## src/rtl/byte_unstriping_if.sv

```systemverilog
// Lane-side and output-side signals of the byte unstriper, bundled for port hookup.
//
// Handshake semantics: valid-only, with no ready and no backpressure.
//  - valid_N=1 at a rising clk_2f edge pushes lane_N into lane FIFO N.
//    A push that finds FIFO N full, with no pop at the same edge, is dropped
//    and flagged in err_ovf[N].
//  - valid_out=1 marks data_out as a new merged byte for exactly that cycle.
//    The consumer must take it; it is never repeated.
// The dbg_* signals expose the FSM state and lane fill levels for observation only.
interface byte_unstriping_if #(
  parameter int DATA_W = 8,
  parameter int DEPTH  = 4
);
  localparam int CNT_W = $clog2(DEPTH) + 1;

  logic [DATA_W-1:0] lane_0;
  logic              valid_0;
  logic [DATA_W-1:0] lane_1;
  logic              valid_1;
  logic [DATA_W-1:0] data_out;
  logic              valid_out;
  logic              aligned;
  logic [1:0]        err_ovf;
  logic              dbg_state;
  logic [CNT_W-1:0]  dbg_count_0;
  logic [CNT_W-1:0]  dbg_count_1;

  // The block itself: consumes the lanes and produces the merged stream.
  modport slave (
    input  lane_0, valid_0, lane_1, valid_1,
    output data_out, valid_out, aligned, err_ovf, dbg_state, dbg_count_0, dbg_count_1
  );

  // The environment: drives the lanes and observes the merged stream.
  modport master (
    output lane_0, valid_0, lane_1, valid_1,
    input  data_out, valid_out, aligned, err_ovf, dbg_state, dbg_count_0, dbg_count_1
  );
endinterface

```

## src/rtl/byte_unstriping.sv

```systemverilog
// Byte unstriper: merges the even-byte lane (lane_0) and the odd-byte lane (lane_1)
// back into a single in-order byte stream. Each lane has a small FIFO that absorbs
// skew between the lanes. At most one byte leaves per clk_2f cycle.
module byte_unstriping #(
  parameter int DATA_W   = 8,
  parameter int DEPTH    = 4,
  parameter int ALIGN_TO = 8
) (
  input  logic              clk_2f,
  input  logic              reset,
  byte_unstriping_if.slave  bus
);
  localparam int PTR_W  = $clog2(DEPTH);
  localparam int CNT_W  = PTR_W + 1;
  localparam int IDLE_W = $clog2(ALIGN_TO) + 1;

  typedef enum logic [0:0] {
    S_ALIGN = 1'b0,
    S_RUN   = 1'b1
  } state_t;

  // Lane storage and pointers. Index 0 is lane_0 (even bytes); index 1 is lane_1 (odd bytes).
  logic [DATA_W-1:0] mem_q  [2][DEPTH];
  logic [PTR_W-1:0]  wptr_q [2];
  logic [PTR_W-1:0]  wptr_d [2];
  logic [PTR_W-1:0]  rptr_q [2];
  logic [PTR_W-1:0]  rptr_d [2];
  logic [CNT_W-1:0]  cnt_q  [2];
  logic [CNT_W-1:0]  cnt_d  [2];
  logic [DATA_W-1:0] lane_in [2];
  logic [DATA_W-1:0] head    [2];

  logic [1:0]        vld;
  logic [1:0]        push;
  logic [1:0]        pop;
  logic [1:0]        err_q, err_d;

  state_t            state_q, state_d;
  logic              sel_q, sel_d;
  logic [IDLE_W-1:0] idle_q, idle_d;
  logic [DATA_W-1:0] dout_q, dout_d;
  logic              vout_q, vout_d;
  logic              nz0, nz1, sel_nz;
  logic              lanes_idle;

  assign vld        = {bus.valid_1, bus.valid_0};
  assign lane_in[0] = bus.lane_0;
  assign lane_in[1] = bus.lane_1;
  assign head[0]    = mem_q[0][rptr_q[0]];
  assign head[1]    = mem_q[1][rptr_q[1]];
  assign nz0        = (cnt_q[0] != '0);
  assign nz1        = (cnt_q[1] != '0);
  assign sel_nz     = sel_q ? nz1 : nz0;
  assign lanes_idle = !bus.valid_0 && !bus.valid_1;

  // FSM next state and pop decisions. Uses the registered counts only, so a byte
  // pushed at one edge can be popped at the next edge at the earliest.
  always_comb begin
    state_d = state_q;
    sel_d   = sel_q;
    idle_d  = idle_q;
    dout_d  = dout_q;
    vout_d  = 1'b0;
    pop     = 2'b00;
    case (state_q)
      S_ALIGN: begin
        sel_d = 1'b0;
        if (nz0 && nz1) begin
          // A byte pair is present. Emit the even byte and start alternating.
          pop     = 2'b01;
          dout_d  = head[0];
          vout_d  = 1'b1;
          sel_d   = 1'b1;
          idle_d  = '0;
          state_d = S_RUN;
        end else if (nz0 && lanes_idle) begin
          // A lone even byte with quiet lanes may be an odd-length tail.
          // Release it after waiting ALIGN_TO idle cycles.
          if (idle_q == IDLE_W'(ALIGN_TO - 1)) begin
            pop    = 2'b01;
            dout_d = head[0];
            vout_d = 1'b1;
            idle_d = '0;
          end else if (idle_q != '1) begin
            idle_d = idle_q + IDLE_W'(1);
          end
        end else begin
          // An odd byte without its even partner is held here.
          idle_d = '0;
        end
      end
      S_RUN: begin
        if (sel_nz) begin
          pop    = sel_q ? 2'b10 : 2'b01;
          dout_d = sel_q ? head[1] : head[0];
          vout_d = 1'b1;
          sel_d  = !sel_q;
        end else if (!nz0 && !nz1 && lanes_idle) begin
          state_d = S_ALIGN;
          sel_d   = 1'b0;
          idle_d  = '0;
        end
      end
      default: begin
        state_d = S_ALIGN;
        sel_d   = 1'b0;
        idle_d  = '0;
      end
    endcase
  end

  // Per-lane push acceptance, overflow flagging, and pointer/count update.
  // A full FIFO still accepts a push when it is popped at the same edge.
  always_comb begin
    push  = 2'b00;
    err_d = err_q;
    for (int i = 0; i < 2; i++) begin
      push[i]   = vld[i] && ((cnt_q[i] < CNT_W'(DEPTH)) || pop[i]);
      err_d[i]  = err_q[i] | (vld[i] && !push[i]);
      wptr_d[i] = wptr_q[i] + PTR_W'(push[i]);
      rptr_d[i] = rptr_q[i] + PTR_W'(pop[i]);
      cnt_d[i]  = cnt_q[i] + CNT_W'(push[i]) - CNT_W'(pop[i]);
    end
  end

  // Control state, output registers and FIFO bookkeeping. Reset is asynchronous.
  always_ff @(posedge clk_2f or negedge reset) begin
    if (!reset) begin
      state_q <= S_ALIGN;
      sel_q   <= 1'b0;
      idle_q  <= '0;
      dout_q  <= '0;
      vout_q  <= 1'b0;
      err_q   <= 2'b00;
      for (int i = 0; i < 2; i++) begin
        wptr_q[i] <= '0;
        rptr_q[i] <= '0;
        cnt_q[i]  <= '0;
      end
    end else begin
      state_q <= state_d;
      sel_q   <= sel_d;
      idle_q  <= idle_d;
      dout_q  <= dout_d;
      vout_q  <= vout_d;
      err_q   <= err_d;
      for (int i = 0; i < 2; i++) begin
        wptr_q[i] <= wptr_d[i];
        rptr_q[i] <= rptr_d[i];
        cnt_q[i]  <= cnt_d[i];
      end
    end
  end

  // Lane FIFO storage. It has no reset because the counts gate every read.
  always_ff @(posedge clk_2f) begin
    for (int i = 0; i < 2; i++) begin
      if (push[i]) begin
        mem_q[i][wptr_q[i]] <= lane_in[i];
      end
    end
  end

  assign bus.data_out    = dout_q;
  assign bus.valid_out   = vout_q;
  assign bus.aligned     = (state_q == S_RUN);
  assign bus.err_ovf     = err_q;
  assign bus.dbg_state   = state_q;
  assign bus.dbg_count_0 = cnt_q[0];
  assign bus.dbg_count_1 = cnt_q[1];
endmodule

```

## src/flat_wrapper.sv

```systemverilog
// flat-port wrapper written by rule: the top's interface ports become plain ports
module byte_unstriping_flat 
#(
  parameter int DATA_W   = 8,
  parameter int DEPTH    = 4,
  parameter int ALIGN_TO = 8
)
  (clk_2f, reset, bus_lane_0, bus_valid_0, bus_lane_1, bus_valid_1, bus_data_out, bus_valid_out, bus_aligned, bus_err_ovf, bus_dbg_state, bus_dbg_count_0, bus_dbg_count_1);
  byte_unstriping_if #(.DATA_W(DATA_W), .DEPTH(DEPTH)) bus_i ();
  input  logic clk_2f;
  input  logic reset;
  input wire logic [$bits(bus_i.lane_0)-1:0] bus_lane_0;
  input wire logic [$bits(bus_i.valid_0)-1:0] bus_valid_0;
  input wire logic [$bits(bus_i.lane_1)-1:0] bus_lane_1;
  input wire logic [$bits(bus_i.valid_1)-1:0] bus_valid_1;
  output wire logic [$bits(bus_i.data_out)-1:0] bus_data_out;
  output wire logic [$bits(bus_i.valid_out)-1:0] bus_valid_out;
  output wire logic [$bits(bus_i.aligned)-1:0] bus_aligned;
  output wire logic [$bits(bus_i.err_ovf)-1:0] bus_err_ovf;
  output wire logic [$bits(bus_i.dbg_state)-1:0] bus_dbg_state;
  output wire logic [$bits(bus_i.dbg_count_0)-1:0] bus_dbg_count_0;
  output wire logic [$bits(bus_i.dbg_count_1)-1:0] bus_dbg_count_1;
  assign bus_i.lane_0 = bus_lane_0;
  assign bus_i.valid_0 = bus_valid_0;
  assign bus_i.lane_1 = bus_lane_1;
  assign bus_i.valid_1 = bus_valid_1;
  assign bus_data_out = bus_i.data_out;
  assign bus_valid_out = bus_i.valid_out;
  assign bus_aligned = bus_i.aligned;
  assign bus_err_ovf = bus_i.err_ovf;
  assign bus_dbg_state = bus_i.dbg_state;
  assign bus_dbg_count_0 = bus_i.dbg_count_0;
  assign bus_dbg_count_1 = bus_i.dbg_count_1;
  byte_unstriping #(.DATA_W(DATA_W), .DEPTH(DEPTH), .ALIGN_TO(ALIGN_TO)) u_core (.clk_2f(clk_2f), .reset(reset), .bus(bus_i));
endmodule
```

## config.mk

```make
export PLATFORM = sky130hd
export DESIGN_NAME = byte_unstriping_flat
export DESIGN_NICKNAME = d
export VERILOG_FILES = /design/src/rtl/byte_unstriping_if.sv /design/src/rtl/byte_unstriping.sv /design/src/flat_wrapper.sv
export SDC_FILE = /design/constraint.sdc
export NUM_CORES = 1
export LEC_CHECK = 0
export CORE_AREA = 2 2 92 94
export CTS_BUF_LIST = sky130_fd_sc_hd__clkbuf_8
export CTS_CLUSTER_DIAMETER = 80
export DETAILED_ROUTE_END_ITERATION = 8
export DIE_AREA = 0 0 94 96
export PLACE_DENSITY = 0.74
export SYNTH_ARGS = -nofsm -noshare
export SYNTH_HDL_FRONTEND = slang
export SYNTH_SLANG_ARGS = --single-unit
export TNS_END_PERCENT = 1
```

## constraint.sdc

```tcl
create_clock -name clk_2f -period 2.4 [get_ports clk_2f]
set_input_delay 0.6 -clock clk_2f [delete_from_list [all_inputs] [get_ports clk_2f]]
set_output_delay 0.6 -clock clk_2f [all_outputs]
set_load 0.1 [all_outputs]
```

Yosys cells after proc, flatten, opt, wreduce, memory -nomap -nowiden. Memories as Yosys holds them, arrays and structs flattened. Index checks and enable logic that the tools add are counted.

Add/subtract/negate cells: 9. Order comparisons: 8. Eq/ne operators: 9. Muxes and demuxes: 46. Bitwise logic cells: 7. Reductions and logical operators: 24.

Operator list (number): $mux W8 (11); $mux W32 (2); $bmux W8 S2 (2); $demux W8 S2 (2); $mux W4 (6); $pmux W8 S2 (1); $mux W1 (13); $ge A3 B3 Y1 const B (4); $not A2 Y3 (4); $logic_and A1 B1 Y1 (11); $add A2 B1 Y2 (4); $mux W2 (4); $pmux W4 S2 (1); $logic_not A1 Y1 (7); $add A3 B1 Y3 (2); $lt A3 B1 Y1 const B (2); $lt A3 B3 Y1 const B (2); $ne A2 B2 Y1 const B (3); $ne A3 B1 Y1 const B (2); $pmux W1 S2 (3); $reduce_and A3 Y1 (2); $reduce_bool A3 Y1 (2); $sub A3 B1 Y3 (2); $ne A5 B4 Y1 const B (1); 8 further kinds (10).

Flip-flop bits (word level): 31. RAM bits: 64. Input port bits: 20. Output and inout bits: 19. Word-level logic and storage cells: 116. Memories kept: 1.

Memories: u_core.mem_q (depth 2, bits a word 32, rd ports 2, clocked after memory_dff 0, wr ports 2, line byte_unstriping.sv:23) `logic [DATA_W-1:0] mem_q [2][DEPTH];`.

Depth between registers and ports, before layout.
Word-level depth: 11. Gate-level depth with buffers: 12. Mapped depth without buffers: 12.

Worst setup path before layout. Ideal clock, no wire load.

Path type: flip-flop to flip-flop. From: register u_core.cnt_q, in the netlist u_core.bus.dbg_count_1[2]. To: register u_core.cnt_q, in the netlist u_core.bus.dbg_count_0[2]. Library setup time: 161 ps. Arrival time: 2935 ps. Data required time: 2239 ps. Slack: -696 ps. Stages on the path, launching flop included: 12. Clock period less this slack: 3096 ps. Path through: dfrtp_1 > nor3_2 > o21ai_0 > o21ai_0 > nor2_1 > ha_1 > inv_1 > ha_1 > inv_1 > fa_1 > xnor2_1 > xnor2_1.

RTL lines: start, declared (line byte_unstriping.sv:28) `logic [CNT_W-1:0] cnt_q [2];`; start signal, assigned by index (line byte_unstriping.sv:150) `cnt_q[i] <= cnt_d[i];`.

==> flow_metrics.py <==
metrics = {
    "timing": {
        "slew_headroom": 0.587,
        "tightest_slew_ns": 0.617,
        "max_freq_mhz": 430,
        "slew_violations": 0,
        "skew_ns": 0.0141,
        "fin_crit_sh": 0.969,
        "fin_crit_ns": 2.33,
        "tns_ns": 0,
        "rsz0062_at_grt": "true",
        "finalSetupViolations": 0,
        "hold_viol": 0,
    },
    "final_layout": {
        "fin_cells": 403,
        "regArea_um2": 2710,
        "syn_to_final_growth_pct": 24.0,
        "num_antenna_cells": 0,
        "multiInputGateArea_um2": 1150,
        "drive_above_1_share": 0.403,
        "nNetsFinal": 324,
        "fill_cells": 605,
    },
    "route": {
        "wl_per_cell_um": 17.0,
        "via_count": 2132,
        "vias_per_cell": 5.29,
        "ant_nets": 0,
        "drt_iter0_markers": 81,
        "routed_wl_mm": 6.85,
        "route.detailed.drc": 0,
        "dr.pass1.iters": 4,
    },
    "floorplanning": {
        "initial_core_util": 0.483,
        "die-area_um2": 9020,
        "boundaryPins": 39,
        "row_count": 33,
        "fp.dieH_um": 96,
        "fp.coreArea_um2": 8050,
        "die_width_um": 94,
    },
    "clocking": {
        "h-tree-depth": 3,
        "postCtsHoldBufs": 0,
        "cts_root_buffer": "clkbuf_8",
        "clk_latency_ns": 0.37,
        "ctsLongestPathBuffers": 2,
        "clkTransAtPathRegs_ns": 0.10,
        "cts_buffers": 9,
        "cts_tree": "built",
        "clock-sinks": 95,
    },
    "min_path": {
        "hold_path.class": "reg2reg",
    },
    "synthesis": {
        "synth_edf_count": 64,
        "async_reset_ff_frac": 0.326,
        "synth_warnings": 0,
        "syn_inst": 219,
        "yosysSeqAreaShare": 0.694,
        "synth_ff_type": "edfxtp_1",
        "synth_seq_cells": 95,
        "synth_area_um2": 3880,
        "synthDistinctLibCells": 38,
        "synth_fp_nets": 250,
        "syn_avg_cell_area_um2": 17.7,
    },
    "pwr": {
        "cellPowerDensity_nw_per_um2": 1370,
        "p_leak_uw": 0.00182,
        "finalPower_uw": 6620,
        "ir_drop_v": 0.000957,
    },
    "grt": {
        "grt_pass1_wl_mm": 11.0,
        "grt_pass1_vias": 2171,
        "gr-total-overflow": 0,
        "grt_start_max_net_pins": 19,
        "antenna_found_initial": 0,
        "grt_use_total": 0.169,
    },
    "place": {
        "gp_congestion": 0.758,
        "hpwlAfterDp_mm": 4.91,
        "placed_cells": 385,
        "portBuffers": 38,
    },
    "setup_path": {
        "critical_path.startpoint_type": "register",
        "crit_arrival_ns": 2.57,
        "critPathKind": "reg2reg",
        "end_kind": "register",
        "rrSetupSlack_ns": 0.07,
        "required_ns": 2.65,
        "crit_fanout": 3,
    },
    "status": {
        "outcome": "complete, no violations",
    },
    "run": {
        "maxCapViolCount": 0,
    },
}
-- what timing repair did --
action / CTS / global route
setup endpoints to repair: 2 / 3
pin swaps: 6 / 5
setup buffers: 0 / 2
resized for setup: 5 / 2
cloned: 0 / 0
-- report_power, final --
group	switching (uW)	internal, uW
logic	1840	1230
registers	329	2240
clock network	587	398
total	2750	3870
-- kinds of logic (layout without fill, tap and decap cells) --
| group | count (synthesis) | in the layout | synth area share |
|---|---|---|---|
| compound gates | 18 | 18 | 0.0341 |
| simple gates | 34 | 34 | 0.0490 |
| xor+xnor | 8 | 8 | 0.0180 |
| buf+inv | 19 | 98 | 0.0209 |
| fa+ha+maj | 11 | 11 | 0.0393 |
| mux | 34 | 34 | 0.144 |
| flops | 95 | 95 | 0.694 |
-- metrics by stage --
stage | setup slack [ns] | hold slack, ns | utilization | cell area, um2
2_1_floorplan | -0.165 | 0.304 | - | 3920
3_3_place_gp | -0.495 | 0.451 | 0.571 | 4600
3_5_place_dp | -0.583 | 0.460 | 0.571 | 4600
4_1_cts | 0.0203 | 0.484 | 0.596 | 4800
5_1_grt | -0.0736 | 0.511 | 0.598 | 4820
6_report | 0.0744 | 0.478 | 0.598 | 4820
-- worst max-delay path: stages (launching register included) --
cell      delay [ns]
dfrtp_1         0.41
ha_2            0.20
nand3b_1        0.16
o21ai_4         0.07
o21ai_2         0.18
nor2_2          0.06
ha_1            0.27
inv_1           0.05
ha_1            0.13
inv_1           0.05
fa_2            0.35
xnor2_2         0.14
xnor2_1         0.12
-- flip-flops by register name (all words and copies together), names as in the netlist --
register,flops
u_core.wptr_q,4
u_core.sel_q,1
u_core.bus.dbg_count_0,3
u_core.bus.err_ovf,2
u_core.idle_q,4
u_core.bus.dbg_count_1,3
u_core.rptr_q,4
u_core.bus.valid_out,1
u_core.bus.aligned,1
u_core.bus.data_out,8
u_core.mem_q,64
-- area by class of cell --
| class | count | area share |
|---|---|---|
| Sequential cell | 95 | 0.563 |
| Multi-Input combinational cell | 105 | 0.239 |
| Timing Repair Buffer | 70 | 0.124 |
| Tap cell | 105 | 0.0273 |
| Clock buffer | 9 | 0.0257 |
| Clock inverter | 7 | 0.0127 |
| Inverter | 12 | 0.00935 |
-- cells in the final DEF, fill, tap and decap left out, drive strengths merged, types with 4 or more instances in the layout --
cell and count:
a21oi 4, and3 4, buf 51, clkbuf 9
clkdlybuf4s50 17, dfrtp 31, edfxtp 64, ha 9
inv 16, mux2 16, mux4 16, nand2 5
nor2 9, o21ai 4, xnor2 4, xor2 4
-- cells in the mapped netlist, types with 4 or more instances --
master    number  share of area
ha_1           9          0.029
xnor2_1        4         0.0090
edfxtp_1      64           0.49
and3_1         4         0.0064
inv_1         12          0.012
xor2_1         4         0.0090
nor2_1         9         0.0087
dfrtp_1       31           0.20
mux4_2        16          0.093
nand2_1        5         0.0048
mux2_2        16          0.046
a21oi_1        4         0.0052
-- worst paths after layout --
check	start	end	cells past startpoint
worst max register to register	u_core.idle_q[0]	u_core.bus.dbg_count_0[2]	12
min in group asynchronous	reset	u_core.bus.valid_out	1
worst min register to register	u_core.bus.err_ovf[1]	u_core.bus.err_ovf[1]	1
worst min-delay path	u_core.bus.err_ovf[1]	u_core.bus.err_ovf[1]	1
max in group asynchronous	reset	u_core.rptr_q[2]	2
worst max-delay path	u_core.idle_q[0]	u_core.bus.dbg_count_0[2]	12
-- metal layers --
| metal | global-route usage | share of wire | wire, um |
|---|---|---|---|
| met4 | 0.0435 | 0.0067 | 46 |
| met1 | 0.222 | 0.45 | 3100 |
| met3 | 0.0493 | 0.040 | 272 |
| met2 | 0.279 | 0.50 | 3430 |
| met5 | 0 | 0 | 0 |
Note: power is estimated with default switching activity, not from simulation.
==> edit 1, RTL diff (same flow settings) <==
`dout_q` no longer has a reset.
--- a/src/rtl/byte_unstriping.sv
+++ b/src/rtl/byte_unstriping.sv
@@ -130,5 +130,4 @@
       sel_q   <= 1'b0;
       idle_q  <= '0;
-      dout_q  <= '0;
       vout_q  <= 1'b0;
       err_q   <= 2'b00;
@@ -142,5 +141,4 @@
       sel_q   <= sel_d;
       idle_q  <= idle_d;
-      dout_q  <= dout_d;
       vout_q  <= vout_d;
       err_q   <= err_d;
@@ -151,4 +149,8 @@
       end
     end
+  end
+
+  always_ff @(posedge clk_2f) begin
+    dout_q <= dout_d;
   end
 
Function: differs if reset is asserted again (counterexample within 4 cycles, from zero or initial values and one cycle with reset low); with reset held inactive, the same outputs for 4 cycles.
==> edit 1 against the unedited design <==
- worst setup slack got worse by 150 ps
- routed wire length decreased by 3.9%
- utilization decreased by 0.61 points
- final area decreased by 1.0%
- highest routed layer unchanged
- the flow now finishes with violations (negative setup slack)
- sequential cell count unchanged
- global-route usage decreased by 0.29 points
- maximum frequency decreased by 6.1%
- synthesized area decreased by 1.6%
- first-iteration DRC count increased by 57%
- power decreased by 2.1%
- largest cell class unchanged
==> edit 1: results (changes against the unedited design) <==
syn_area_per_cell=17.15 um2 (-3.3%); Cell variety after synth=39 (+2.6%); buffers inserted by post-CTS timing repair=1 (+1); largest stage delay on the critical path=550 ps (+140 ps); Setup TNS Final=-75.79 ps (-75.79 ps); crit path from=u_core.bus.dbg_count_1[2]; Max stage delay cell, worst path=or4_4; wire length per cell=16.18 um (-4.8%); cts repair resizes=1 (-4); top cells by area, synth=edfxtp_1 57%, dfrtp_1 15%, mux4_2 9.4%; largest net degree at the start of global routing=18 (-1); LEAKAGE=1.815 nW (-0.52%); reg2reg path depth=10 (-2); setup ws final=-75.79 ps (-150.2 ps); Sw Ratio=41.22% (-0.39 points); layout net count=328 (+1.2%); Non-Filler Instances=407 (+0.99%); placed wire-length estimate=4.696 mm (-4.3%); ys async rst share=24.21% (-8.4 points); outcome=finished with violations; vias in the first global route=2,167 (-0.18%); Post-synth top cells=72 x edfxtp_1, 29 x nand2_1, 23 x dfrtp_1; Post-Place Cell Area=4538 um2 (-1.3%); proportion of synthesized chip area in sequential cells=71.60% (+2.2 points); clk_skew=7.248 ps (-6.832 ps); Post-synth EDFFs=72 (+13%); Worst-Skew Late Latency=350 ps (-20 ps); first-pass GRT wire length=10.72 mm (-2.9%); starting DRC count in detailed routing=127 (+57%); vias per inst=5.241 (-0.94%); final setup fails=1 (+1); Peak VDD IR=0.6224 mV (-35%); Critical Path AT=2720 ps (+150 ps); GPL Wtd Cong=0.7745 (+2.2%); net count of the mapped netlist=254 (+1.6%); fraction of layout cells with a size suffix above 1=33.44% (-6.8 points); failing checks=negative setup slack; Cell Count Post-Placement=389 (+1.0%); main flop type after synthesis=edfxtp_1; total track usage=16.57% (-0.29 points)
[edit 1: kinds of logic after synthesis]
logic type      after synthesis  synth area share, %
compound gates               17                3.502
simple gates                 59                7.789
flops                        95                71.60
mux                          16                9.424
xor+xnor                      8                1.832
buf+inv                      17                1.865
fa+ha+maj                    11                3.992
[edit 1: cell type report]
cell class	instances	area, um2
clock inverters	7	78.83
clock buffers	9	123.9
multi-input cells	111	1051
flip-flops and latches	95	2748
fillers	628	3283
repair buffers	70	598.1
inverters	10	37.54
well taps	105	131.4
[edit 1: power groups by stage]
stage | logic [W] | clock network (W) | registers (W)
after floorplan | 0.00116 | 0 | 0.00347
after global placement | 0.00277 | 0 | 0.00265
after detailed placement | 0.00281 | 0 | 0.00267
after CTS | 0.00284 | 0.00108 | 0.00264
after global routing | 0.00305 | 0.00114 | 0.00270
final | 0.00281 | 0.00104 | 0.00262
[edit 1: how the worst min path moves through the flow]
stage	from	to	slack, ps	depth (start not counted)
2_1_floorplan	reset	u_core.bus.dbg_count_0[0]	300	0
3_3_place_gp	u_core.bus.err_ovf[1]	u_core.bus.err_ovf[1]	460	1
3_5_place_dp	u_core.bus.err_ovf[1]	u_core.bus.err_ovf[1]	500	1
4_1_cts	u_core.bus.err_ovf[1]	u_core.bus.err_ovf[1]	510	1
5_1_grt	u_core.bus.err_ovf[1]	u_core.bus.err_ovf[1]	530	1
6_report	u_core.bus.err_ovf[1]	u_core.bus.err_ovf[1]	500	1
[edit 1: metal layers]
layer	GRT usage [%]	up-vias	share of wire, %
met5	0	-	0
met4	6.159	0	1.1
met3	5.325	5	4.5
met2	28.21	52	52
met1	19.90	1079	42
li1	-	997	-
==> edit 2, RTL diff (same settings) <==
Without the edit above. `ALIGN_TO` is set to 8 in 2 places; all go to 16.
--- a/src/rtl/byte_unstriping.sv
+++ b/src/rtl/byte_unstriping.sv
@@ -5,5 +5,5 @@
   parameter int DATA_W   = 8,
   parameter int DEPTH    = 4,
-  parameter int ALIGN_TO = 8
+  parameter int ALIGN_TO = 16
 ) (
   input  logic              clk_2f,
--- a/src/flat_wrapper.sv
+++ b/src/flat_wrapper.sv
@@ -4,5 +4,5 @@
   parameter int DATA_W   = 8,
   parameter int DEPTH    = 4,
-  parameter int ALIGN_TO = 8
+  parameter int ALIGN_TO = 16
 )
   (clk_2f, reset, bus_lane_0, bus_valid_0, bus_lane_1, bus_valid_1, bus_data_out, bus_valid_out, bus_aligned, bus_err_ovf, bus_dbg_state, bus_dbg_count_0, bus_dbg_count_1);
Behaviour: no difference found for any inputs over 4 cycles, from zero or initial values and one cycle with reset low; that may be too few to reach the edited logic, so the function may still have changed.
==> edit 2 against the unedited design <==
- the run now ends with negative setup slack left
- power grew 7.9%
- count of clock-buffer cells in the layout unchanged
- maximum frequency decreased by 5.5%
- worst setup slack worse by 140 ps
- sequential cell count is 1 higher
- cell count increased by 7.4%
- worst hold slack gained 11 ps
- synthesized area up 3.2%
- routed wire length up 10%
- final area is 5.7% higher
- critical endpoint unchanged
==> edit 2: results (changes against the unedited design) <==
outcome=finished with violations; failing checks=negative setup slack; wire length per cell=17.45 um (+2.6%); net count of the mapped netlist=272 (+8.8%); vias in the first global route=2,451 (+13%); Cell Count Post-Placement=404 (+4.9%); Max Freq=406.4 MHz (-5.5%); cell family with most CP delay=adder cells; ys async rst share=33.33% (+0.70 points); CTS Buffer Depth=2 (unchanged); Yosys warning count=0 (unchanged); Setup TNS Final=-60.63 ps (-60.63 ps); Peak VDD IR=1.042 mV (+8.9%); Max stage delay cell, worst path=dfrtp_1; layout net count=354 (+9.3%); total track usage=18.78% (+1.9 points); setup ws final=-60.63 ps (-135.0 ps); mux share of post-synthesis cell area=12.74% (-1.7 points); Post-synth top cells=64 x edfxtp_1, 32 x dfrtp_1, 27 x nand2_1; XOR/XNOR Fraction of Synth Area=1.967% (+0.16 points); clk_skew=7.193 ps (-6.887 ps); Via Count=2,291 (+7.5%); fraction of layout cells with a size suffix above 1=39.63% (-0.63 points); htree depth=3 (unchanged); placed wire-length estimate=5.185 mm (+5.7%); largest stage delay on the critical path=400 ps; Hold WC Path Type=register to register; largest net degree at the start of global routing=18 (-1); post-synthesis compound-gate area fraction=3.091% (-0.32 points); proportion of synthesized chip area in sequential cells=67.94% (-1.5 points); Post-synth EDFFs=64 (unchanged); crit path from=u_core.idle_q[1]; final wirelength=7.554 mm (+10%); adder-cell share of the synthesized area=3.809% (-0.12 points); drt pass-1 iters=4 (unchanged); max reg flops=64 (unchanged); Critical Path AT=2720 ps (+150 ps); Cell variety after synth=45 (+18%); Rel. slew slack=53.31% (-5.4 points); top cells by area, synth=edfxtp_1 48%, dfrtp_1 20%, mux4_2 9.0%; Post-Place Cell Area=4701 um2 (+2.3%); first-pass GRT wire length=12.23 mm (+11%); CTS root buffer=clkbuf_8; Worst-Skew Late Latency=360 ps; Post-Place Setup Slack=-570.4 ps (+12.35 ps); LEAKAGE=1.994 nW (+9.3%); GPL Wtd Cong=0.8075 (+6.6%); final setup fails=1 (+1); syn_area_per_cell=16.63 um2 (-6.3%); starting DRC count in detailed routing=128 (+58%); Hold WS=489.0 ps (+11.16 ps); HP Start=u_core.bus.err_ovf[0]
[edit 2: cell count changes in the layout (fill, tap and decap cells not counted), sizes merged, moves of 2 or more]
cell    before  now
mux2i        2    0
nand2        5   27
nor3         3    6
mux2        16   10
o21ai        4    1
and3         4    1
bufinv       0    2
buf         51   61
[edit 2: worst paths after layout]
kind | endpoint | cells after the start
max in group asynchronous | u_core.rptr_q[1] | 2
worst max register to register | u_core.bus.dbg_count_0[2] | 11
min in group asynchronous | u_core.bus.dbg_count_1[1] | 1
worst min-delay path | u_core.bus.err_ovf[0] | 1
worst max-delay path | u_core.bus.dbg_count_0[2] | 11
worst min register to register | u_core.bus.err_ovf[0] | 1
[edit 2: cell type report]
| class | count | area (um2) |
|---|---|---|
| flip-flops and latches | 96 | 2741 |
| multi-input cells | 123 | 1287 |
| fillers | 555 | 2959 |
| clock inverters | 7 | 101.3 |
| clock buffers | 9 | 123.9 |
| well taps | 105 | 131.4 |
| repair buffers | 80 | 658.1 |
| inverters | 13 | 48.80 |
[edit 2: timing repair]
action                                  CTS  global route
pin swaps                                 8             5
endpoints found under the setup margin    2             3
resized for setup                        12             3
setup buffers                            10             3
[edit 2: report_power, final]
group | leakage [nW] | internal (W) | switching [W]
clock network | 0.118 | 0.000600 | 0.000575
logic | 0.921 | 0.00136 | 0.00200
registers | 0.955 | 0.00225 | 0.000357
total | 1.99 | 0.00421 | 0.00293
[edit 2: routing by layer]
layer,GRT usage [%],vias up,part of all wire (%)
met4,9.179,0,2.3
met1,23.47,1161,42
met2,32.44,54,52
met5,0,-,0
li1,-,1060,-
met3,2.662,16,3.2
